--- src/rtl/clock_phase_tracker.sv ---
// Phase tracker driving a glitch-free clock stretch/invert mux: votes RX edge
// timing against a free-running bit-phase counter and issues rate-limited corrections.
module clock_phase_tracker #(
   parameter int unsigned DIVISOR    = 16,
   parameter int unsigned VOTE_T     = 4,
   parameter int unsigned HOLDOFF    = 8,
   parameter int unsigned LOCK_COUNT = 4
) (
   input  logic                       clk,
   input  logic                       rst_n,
   input  logic                       enable,
   input  logic                       rx,
   output logic                       sel,
   output logic                       sel_changed,
   output logic                       advance,
   output logic [$clog2(DIVISOR)-1:0] phase_cnt,
   output logic                       locked
);

   localparam int unsigned PW = $clog2(DIVISOR);
   localparam int unsigned HW = $clog2(HOLDOFF);
   localparam int unsigned LW = $clog2(LOCK_COUNT + 1);
   localparam logic signed [4:0] VOTE_POS = 5'(VOTE_T);
   localparam logic signed [4:0] VOTE_NEG = -VOTE_POS;

   typedef enum logic [2:0] {
      CLS_NONE,
      CLS_ON_TIME,
      CLS_DEADBAND,
      CLS_LATE,
      CLS_EARLY
   } cls_t;

   logic               s1, s2, s3;
   logic               edge_det;
   cls_t               cls;
   logic signed [4:0]  vote, vote_next;
   logic [HW-1:0]      holdoff, holdoff_next;
   logic [LW-1:0]      lock_cnt, lock_next;
   logic [PW-1:0]      phase_next;
   logic               fire_late, fire_early;

   // Synchronizer keeps running regardless of enable.
   always_ff @(posedge clk or negedge rst_n) begin
      if (!rst_n) begin
         s1 <= 1'b1;
         s2 <= 1'b1;
         s3 <= 1'b1;
      end else begin
         s1 <= rx;
         s2 <= s1;
         s3 <= s2;
      end
   end

   assign edge_det = s2 ^ s3;

   always_comb begin
      cls = CLS_NONE;
      if (edge_det) begin
         if (phase_cnt == '0)
            cls = CLS_ON_TIME;
         else if (phase_cnt == PW'(1) || phase_cnt == PW'(DIVISOR - 1))
            cls = CLS_DEADBAND;
         else if (phase_cnt < PW'(DIVISOR / 2))
            cls = CLS_LATE;
         else
            cls = CLS_EARLY;
      end
   end

   assign fire_late  = enable && (holdoff == '0) && (vote == VOTE_POS);
   assign fire_early = enable && (holdoff == '0) && (vote == VOTE_NEG);

   always_comb begin
      vote_next    = vote;
      lock_next    = lock_cnt;
      holdoff_next = holdoff;
      unique case (cls)
         CLS_ON_TIME: if (lock_cnt != LW'(LOCK_COUNT)) lock_next = lock_cnt + LW'(1);
         CLS_LATE: begin
            lock_next = '0;
            if (vote != VOTE_POS) vote_next = vote + 5'sd1;
         end
         CLS_EARLY: begin
            lock_next = '0;
            if (vote != VOTE_NEG) vote_next = vote - 5'sd1;
         end
         default: ;
      endcase
      if (holdoff != '0) holdoff_next = holdoff - HW'(1);
      // A correction discards the same-cycle vote but not the lock update.
      if (fire_late || fire_early) begin
         vote_next    = '0;
         holdoff_next = HW'(HOLDOFF - 1);
      end
      phase_next = phase_cnt + (fire_early ? PW'(2) : PW'(1));
   end

   always_ff @(posedge clk or negedge rst_n) begin
      if (!rst_n) begin
         sel         <= 1'b0;
         sel_changed <= 1'b0;
         advance     <= 1'b0;
         phase_cnt   <= '0;
         locked      <= 1'b0;
         vote        <= '0;
         holdoff     <= '0;
         lock_cnt    <= '0;
      end else if (!enable) begin
         sel_changed <= 1'b0;
         advance     <= 1'b0;
         phase_cnt   <= '0;
         locked      <= 1'b0;
         vote        <= '0;
         holdoff     <= '0;
         lock_cnt    <= '0;
      end else begin
         sel         <= sel ^ fire_late;
         sel_changed <= fire_late;
         advance     <= fire_early;
         phase_cnt   <= phase_next;
         locked      <= (lock_next == LW'(LOCK_COUNT));
         vote        <= vote_next;
         holdoff     <= holdoff_next;
         lock_cnt    <= lock_next;
      end
   end

endmodule

--- config.mk ---
export PLATFORM = sky130hd
export DESIGN_NAME = clock_phase_tracker
export DESIGN_NICKNAME = d
export VERILOG_FILES = /design/src/rtl/clock_phase_tracker.sv
export SDC_FILE = /design/constraint.sdc
export NUM_CORES = 1
export LEC_CHECK = 0
export BUFFER_PORTS_ARGS = -buffer_cell sky130_fd_sc_hd__buf_2
export CORE_MARGIN = 5
export CORE_UTILIZATION = 35
export DETAILED_ROUTE_END_ITERATION = 16
export HOLD_SLACK_MARGIN = 0.03
export SYNTH_ARGS = -nofsm -noshare
export SYNTH_HDL_FRONTEND = slang
export SYNTH_SLANG_ARGS = --single-unit
--- constraint.sdc ---
create_clock -name clk -period 4 [get_ports clk]
set_input_delay 0.2 -clock clk [delete_from_list [all_inputs] [get_ports clk]]
set_output_delay 0.2 -clock clk [all_outputs]
set_load 0.05 [all_outputs]
==> metrics.sh, run 1 <==
CTSLONGESTPATHBUFFERS=2
PLACE_AREA_UM2=1430
SYNTH_ENABLE_FLOP_CELLS=0
MAX_CAP_VIOLATIONS=0
CRIT_CHAIN='xor2_1, nand3_1, fa_1, nand2b_1, a21oi_1, nor4_1, a311oi_1, o311a_1'
CRITPATHKIND='reg -> reg'
FP.DIEW_UM=71.4
SEQUENTIAL_SHARE_OF_THE_SYNTHESIZED_AREA=0.420
COREAREA_UM2=3660
FINALSETUPVIOLATIONS=0
CRITICAL-PATH-SLOWEST-CELL='dfstp_2'
DIODES=0
P_LEAK_uW=0.000694
SYNTH_AREA_UM2=1320
FINAL_HOLD_VIOL_COUNT=0
CLOCK_SKEW_NS=0.00317
AVGROUTEDWIREPERCELL_UM=12.8
MAX_FREQ_MHz=394
CTS.SINK_COUNT=22
FIRST_GLOBAL_VIAS=931
CLK-INSERTION-DELAY-LATE_NS=0.26
DELAY_OF_THE_SLOWEST_CELL_ON_THE_WORST_PATH_NS=0.57
FP-ROW-COUNT=22
WORST_R2R_STARTPOINT='s2$_DFF_PN1_'
FINALSETUPTNS_NS=0
SYN_AREA_PER_CELL_UM2=10.5
HPWL_MM=1.91
DRC=0
CLK_PIN_SLEW_WORST_PATHS_NS=0.08
DETAIL-ROUTE-ANTENNA-NETS=0
MINIMUM_CLOCK_PERIOD_NS=2.54
END_KIND='flip-flop'
SYNTH_CELLS=126
ANTENNA_FOUND_INITIAL=0
FF2FF_SETUP_SLACK_NS=1.46
CTS.HTREE.LEVELS=1
SYNTH.YOSYS.WARNINGS=0
HOLDCRITPATHCLASS='in -> reg'
STARTPOINT_TYPES='flip-flop'
GRT.TOTAL_USAGE=0.103
DP_WORST_SETUP_SLACK_NS=1.48
POWER_PER_CELL_AREA_nW_PER_UM2=390
CP_DATA_REQUIRED_TIME_NS=4.20
CRIT_FANOUT=5
MAX-SLEW-MARGIN-REL=0.665
NUMBER_OF_PRIMARY_I_O_PINS=12
DETAIL_ROUTE.WIRELENGTH_MM=2.42
YS_FF_LATCH=22
POST-CTS-SETUP-BUFFERS=0
DETAIL_ROUTE.FIRST_PASS.ITERATIONS=4
OUTCOME='completed'
TIMING_MAX_TRANSITION_VIOLATIONS_FINAL=0
NUMBER_OF_VIAS_PER_CELL_AFTER_DETAILED_ROUTING=4.89
CLOCKROOTBUFFER='clkbuf_8'
POSTLAYOUTSETUPSLACKWORST_NS=1.46
TRITONCTS.NUM_BUFFERS=3
FINALCRITPERIODSHARE=0.634
GP_CONGESTION=0.842
GRT_PASS1_WL_MM=4.20
CTS-HOLD-FIX-BUFFERS=2
POST-ROUTE-CELL-AREA_UM2=1500
FLOORPLAN.INITIALDENSITY=0.360
PEAKVDDDROP_mV=0.114
FINAL_LAYOUT_SIZE_SUFFIX_GT1_FRAC=0.197
WORST_HOLD_STARTPOINT='enable'
DRT_FIRST_ITER_VIOLATIONS=15
GRT_OVERFLOW_TOTAL=0
PORT-BUFFER-COUNT=11
WORSTPATHARRIVAL_NS=2.74
DESIGN_POWER_TOTAL_uW=587
WORST_SETUP_PATH_STARTPOINT='s2$_DFF_PN1_'
FINAL_NETS=158
AREA_GROW_SYN2LAYOUT_PCT=14.0
SYNTH_NETS=141
SYNTH_ASYNC_SR_FLOP_SHARE=1.00
SYNTH_CELL_TYPES=38
CTS_RESIZED=0
YS.FLOP_TYPE='dfrtp_1'
HOLD_WORST_SLACK_NS=0.250
TRITONCTS='built'
FLOORPLAN.DIE_AREA_UM2=5100
CHIPHEIGHT_UM=71.4
VIA_COUNT=930
RSZ_0062_RAISED_AFTER_GLOBAL_ROUTING='false'
LARGEST_NET_DEGREE_AT_THE_START_OF_GLOBAL_ROUTING=23
MAX_SLEW.WORST_PIN.SLEW_NS=0.503
path summary, 6_finish.rpt:
| path | endpoint | cells past startpoint |
|---|---|---|
| setup / recovery | vote[4]$_DFFE_PN0P_ | 8 |
| hold / removal | phase_cnt[0]$_DFF_PN0_ | 2 |
| setup reg to reg | vote[4]$_DFFE_PN0P_ | 8 |
| hold reg to reg | s2$_DFF_PN1_ | 0 |
| max in group asynchronous | s3$_DFF_PN1_ | 2 |
| min in group asynchronous | vote[2]$_DFFE_PN0P_ | 2 |
cells by family (layout without fill, tap and decap cells):
logic type,after synthesis,count (layout),share of synthesized area
AO/OA/AOI/OAI,20,20,0.134
XOR/XNOR,10,10,0.0721
adder cells (fa/ha/maj),11,11,0.116
buffers and inverters,11,27,0.0322
flip-flops,22,22,0.420
multiplexers,3,3,0.0228
AND/OR/NAND/NOR,49,49,0.203
per-stage QoR:
stage	cells	utilization
6_report	190	0.411
5_1_grt	190	0.411
4_1_cts	190	0.411
3_5_place_dp	184	0.390
3_3_place_gp	184	0.390
2_1_floorplan	126	-
per-layer routing:
metal / wire, um / vias to the layer above / track usage
met2: 1190 / 9 / 0.173
li1: - / 469 / -
met1: 1130 / 448 / 0.129
met4: 27 / 0 / 0.0438
met3: 67 / 4 / 0.0182
met5: 0 / - / 0
cell usage after synthesis (3+ instances only):
cell type / count / area (um^2)
mux2i_1: 3 / 30.0
and2_1: 4 / 25.0
nand3_1: 6 / 30.0
nor2b_1: 3 / 18.8
nand2_1: 3 / 11.3
dfstp_2: 3 / 78.8
xor2_1: 3 / 26.3
a21oi_1: 5 / 25.0
nor3_1: 3 / 15.0
inv_1: 9 / 33.8
o21ai_1: 3 / 15.0
dfrtp_1: 19 / 475
xnor2_1: 6 / 52.6
ha_1: 9 / 113
nor2_1: 19 / 71.3
state kept, by name, indices dropped and copies added (netlist names):
register,count
vote,5
phase_cnt,4
holdoff,3
lock_cnt,3
advance,1
locked,1
s1,1
s2,1
s3,1
sel,1
sel_changed,1
layout by cell type, fill, tap and decap left out, drive strengths merged:
| cell type | count |
|---|---|
| nor2 | 21 |
| dfrtp | 19 |
| buf | 11 |
| inv | 10 |
| ha | 9 |
| xnor2 | 7 |
| nand3 | 6 |
| a21oi | 5 |
| nor3 | 5 |
| and2 | 4 |
| clkbuf | 4 |
| o21ai | 4 |
| xor2 | 3 |
| nor2b | 3 |
| nand2 | 3 |
| mux2i | 3 |
| dfstp | 3 |
| nor3b | 3 |
| o31ai | 2 |
| fa | 2 |
| dlygate4sd3 | 2 |
| a211oi | 2 |
| nor4b | 1 |
| and4 | 1 |
| a22oi | 1 |
| o21bai | 1 |
| a2111oi | 1 |
| o32ai | 1 |
| nand2b | 1 |
| nor4 | 1 |
| a311oi | 1 |
| o311a | 1 |
| a21o | 1 |
worst max-delay path, delay by kind of cell (launching register included):
family / cells / cell delay [ns]
flops: 1 / 0.57
simple gates: 3 / 0.47
xor+xnor: 1 / 0.19
compound gates: 3 / 0.77
fa+ha+maj: 1 / 0.47
final cells by class:
class                   count  area (um^2)
well taps                  48         60.1
flip-flops and latches     22          554
inverters                  10         37.5
repair buffers             13         75.1
fillers                   371         2160
clock buffers               4         55.1
multi-input cells          93          722
power breakdown:
group	internal, uW	total, uW	switching (uW)
Clock	87.8	160	72.5
Combinational	66.1	162	95.5
Sequential	245	265	20.3
Total	399	587	188
No activity file was read; power rests on OpenSTA's default activity.
==> run 2, diff against run 1 <==
--- a/config.mk
+++ b/config.mk
@@ -5,6 +5,7 @@
 export SDC_FILE = /design/constraint.sdc
 export NUM_CORES = 1
 export LEC_CHECK = 0
+export ABC_AREA = 1
 export BUFFER_PORTS_ARGS = -buffer_cell sky130_fd_sc_hd__buf_2
 export CORE_MARGIN = 5
 export CORE_UTILIZATION = 35
==> constraint.sdc (replaced) <==
create_clock -name clk -period 2.25 [get_ports clk]
set_input_delay 0.1125 -clock clk [delete_from_list [all_inputs] [get_ports clk]]
set_output_delay 0.1125 -clock clk [all_outputs]
set_load 0.05 [all_outputs]
==> run 2 against run 1 <==
Clock skew grew 0.0053 ns. Worst hold slack lost 0.11 ns. Synthesized cell count grew 29%. Clock power grew 81%. Synthesized area grew 0.28%. Sequential cell count is the same. Die area grew 0.24%. Core utilization grew 0.31 points. Global-route usage grew 0.38 points. Cell count grew 19%.
==> metrics.sh, run 2 <==
TRITONCTS.NUM_BUFFERS=3
P_LEAK_uW=0.000826
FP-ROW-COUNT=22
ANTENNA_FOUND_INITIAL=0
VIA_COUNT=1011
PATH_COMMON_CELL='nand2_1'
CTS.SINK_COUNT=22
FLOORPLAN.DIE_AREA_UM2=5110
END_KIND='flip-flop'
CLOCK_SKEW_NS=0.00843
DELAY_OF_THE_SLOWEST_CELL_ON_THE_WORST_PATH_NS=0.54
GRT_OVERFLOW_TOTAL=0
LAYOUT_TOP_REGISTERS='vote x5, phase_cnt x4'
FP.DIEW_UM=71.5
NUMBER_OF_VIAS_PER_CELL_AFTER_DETAILED_ROUTING=4.45
OUTCOME='completed'
SYNTH_TOP_AREA_FRAC=0.360
SYNTH_ENABLE_FLOP_CELLS=0
SYNTH_AREA_UM2=1320
SYNTH.TOP_CELLS.BY_AREA='dfrtp_1 36%, inv_1 9.4%, nand2_1 9.4%, ha_1 8.5%, nand3_1 6.1%'
POWER_PER_CELL_AREA_nW_PER_UM2=671
MAX_CAP_VIOLATIONS=0
CRIT_FANOUT=6
AREA_GROW_SYN2LAYOUT_PCT=14.6
CTS.HTREE.LEVELS=1
TIMING_MAX_TRANSITION_VIOLATIONS_FINAL=0
MAX_FREQ_MHz=497
PEAKVDDDROP_mV=0.491
NUM-FILL-CELLS=369
DIODES=0
CPLARGESTDELAYFAMILY='simple AND/OR/NAND/NOR gates'
STARTPOINT_TYPES='flip-flop'
LARGEST_REGISTER_FFS=5
DETAIL-ROUTE-ANTENNA-NETS=0
AVGROUTEDWIREPERCELL_UM=10.7
FINALSETUPTNS_NS=0
DETAIL_ROUTE.FIRST_PASS.ITERATIONS=4
PORT-BUFFER-COUNT=11
SYNTH.LARGEST_AREA_CELL='dfrtp_1'
GLOBAL_ROUTE.USAGE.MET2=0.158
MOST-COMMON-LAYOUT-CELLS='33 x nand2_1, 33 x inv_1, 19 x dfrtp_1'
LARGEST_REGISTER='vote'
POST-CTS-SETUP-BUFFERS=0
FINAL_HOLD_VIOL_COUNT=0
GRT.TOTAL_USAGE=0.107
COUNT_OF_BUFFERING_CELLS_ON_THE_CRITICAL_PATH_WITH_INVERTERS_INCLUDED=1
YS_FF_LATCH=22
DRT_FIRST_ITER_VIOLATIONS=36
GRT-BUSIEST-LAYER='met2'
CHIPHEIGHT_UM=71.5
GP_CONGESTION=0.777
HOLDCRITPATHCLASS='in -> reg'
CRIT_CHAIN='nand2_1, nand2_1, nand3_1, fa_1, nor3_1, nor2_1, inv_1, nand2_1, nand4_1, nand2_1'
FINALCRITPERIODSHARE=0.895
GLOBAL_ROUTE.USAGE.MET1=0.143
DESIGN_POWER_TOTAL_uW=1020
CLK_PIN_SLEW_WORST_PATHS_NS=0.08
DRC=0
CRITICAL-PATH-SLOWEST-CELL='dfstp_2'
FLOORPLAN.INITIALDENSITY=0.361
PLACE_AREA_UM2=1440
HPWL_MM=1.87
SYNTH_NETS=177
WORSTPATHARRIVAL_NS=2.18
GRT_USE_MET3=0.0252
MAX_SLEW.WORST_PIN.SLEW_NS=0.486
SYNTH_ASYNC_SR_FLOP_SHARE=1.00
MAX-SLEW-MARGIN-REL=0.676
FINAL_LAYOUT_SIZE_SUFFIX_GT1_FRAC=0.156
GRT_PASS1_WL_MM=4.25
SYNTH.YOSYS.WARNINGS=0
CP_DATA_REQUIRED_TIME_NS=2.42
DETAIL_ROUTE.WIRELENGTH_MM=2.42
SYNTH_CELL_TYPES=23
SEQUENTIAL_SHARE_OF_THE_SYNTHESIZED_AREA=0.419
RSZ_0062_RAISED_AFTER_GLOBAL_ROUTING='false'
YOSYS-TOP-CELLS-COUNT='33 x inv_1, 33 x nand2_1, 19 x dfrtp_1, 16 x nand3_1, 12 x nor2_1'
LARGEST_NET_DEGREE_AT_THE_START_OF_GLOBAL_ROUTING=23
FIRST_GLOBAL_VIAS=950
TRITONCTS='built'
POST-ROUTE-CELL-AREA_UM2=1520
CLK-INSERTION-DELAY-LATE_NS=0.27
CLOCKROOTBUFFER='clkbuf_8'
FINAL_NETS=195
YS.FLOP_TYPE='dfrtp_1'
MINIMUM_CLOCK_PERIOD_NS=2.01
COREAREA_UM2=3660
FINALSETUPVIOLATIONS=0
NUMBER_OF_PRIMARY_I_O_PINS=12
SYNTH_CELLS=162
CTSLONGESTPATHBUFFERS=2
CRITPATHKIND='reg -> reg'
SYN_AREA_PER_CELL_UM2=8.16
[run 2: cell types whose count changed after synthesis, sizes merged, moves of 4 or more]
cell   previous run  this run
nor3              5         1
inv              10        34
nor2             21        15
nand3             6        17
and2              4         0
nand2             3        37
[run 2: kinds of logic after synthesis]
| kind of cell | Yosys count | share of synthesized area |
|---|---|---|
| AND/OR/NAND/NOR | 76 | 0.275 |
| adder cells (fa/ha/maj) | 11 | 0.115 |
| AO/OA/AOI/OAI | 12 | 0.0473 |
| flip-flops | 22 | 0.419 |
| XOR/XNOR | 7 | 0.0464 |
| buffers and inverters | 34 | 0.0965 |
[run 2: per-stage QoR]
stage                     cells  setup WS, ns  utilization  hold WS (ns)
after floorplan             162         0.222            -        -0.183
after global placement      221         0.237        0.393         0.108
after detailed placement    221         0.218        0.393         0.111
after CTS                   227         0.212        0.413         0.137
after global routing        227        0.0764        0.414         0.151
final                       227         0.236        0.414         0.143
[run 2: cell type report]
cell class | count | area (um^2) | area share
sequential | 22 | 554 | 0.366
multi-input combinational | 106 | 643 | 0.424
timing repair buffer | 13 | 75.1 | 0.0495
inverter | 34 | 128 | 0.0842
clock buffer | 4 | 55.1 | 0.0363
tap | 48 | 60.1 | 0.0396
[run 2: tightest hold or removal path: cells and delay by family]
kind                   cells  cell delay, ns
buffers and inverters      2            0.20
AND/OR/NAND/NOR            1            0.07
[run 2: path summary, 6_finish.rpt]
kind,start,to,slack (ns),depth (start not counted)
worst max-delay path,s2$_DFF_PN1_,vote[4]$_DFFE_PN0P_,0.24,10
worst min-delay path,enable,phase_cnt[0]$_DFF_PN0_,0.14,3
worst max register to register,s2$_DFF_PN1_,vote[4]$_DFFE_PN0P_,0.24,10
worst min register to register,s1$_DFF_PN1_,s2$_DFF_PN1_,0.36,0
max in group asynchronous,rst_n,s3$_DFF_PN1_,1.55,2
min in group asynchronous,rst_n,advance$_DFF_PN0_,0.34,2
[run 2: routing by layer]
layer	vias to the layer above	part of all wire
li1	539	-
met1	460	0.49
met2	7	0.47
met3	5	0.021
met4	0	0.022
met5	-	0
[run 2: repair_timing]
action,in CTS,in global routing
hold buffers,2,0
resized for setup,0,1
hold endpoints to repair,20,0
endpoints found under the setup margin,0,1
[run 2: power breakdown]
part	switching (uW)	internal [uW]
sequential	28.1	436
combinational	163	99.3
clock	133	156
total	324	692
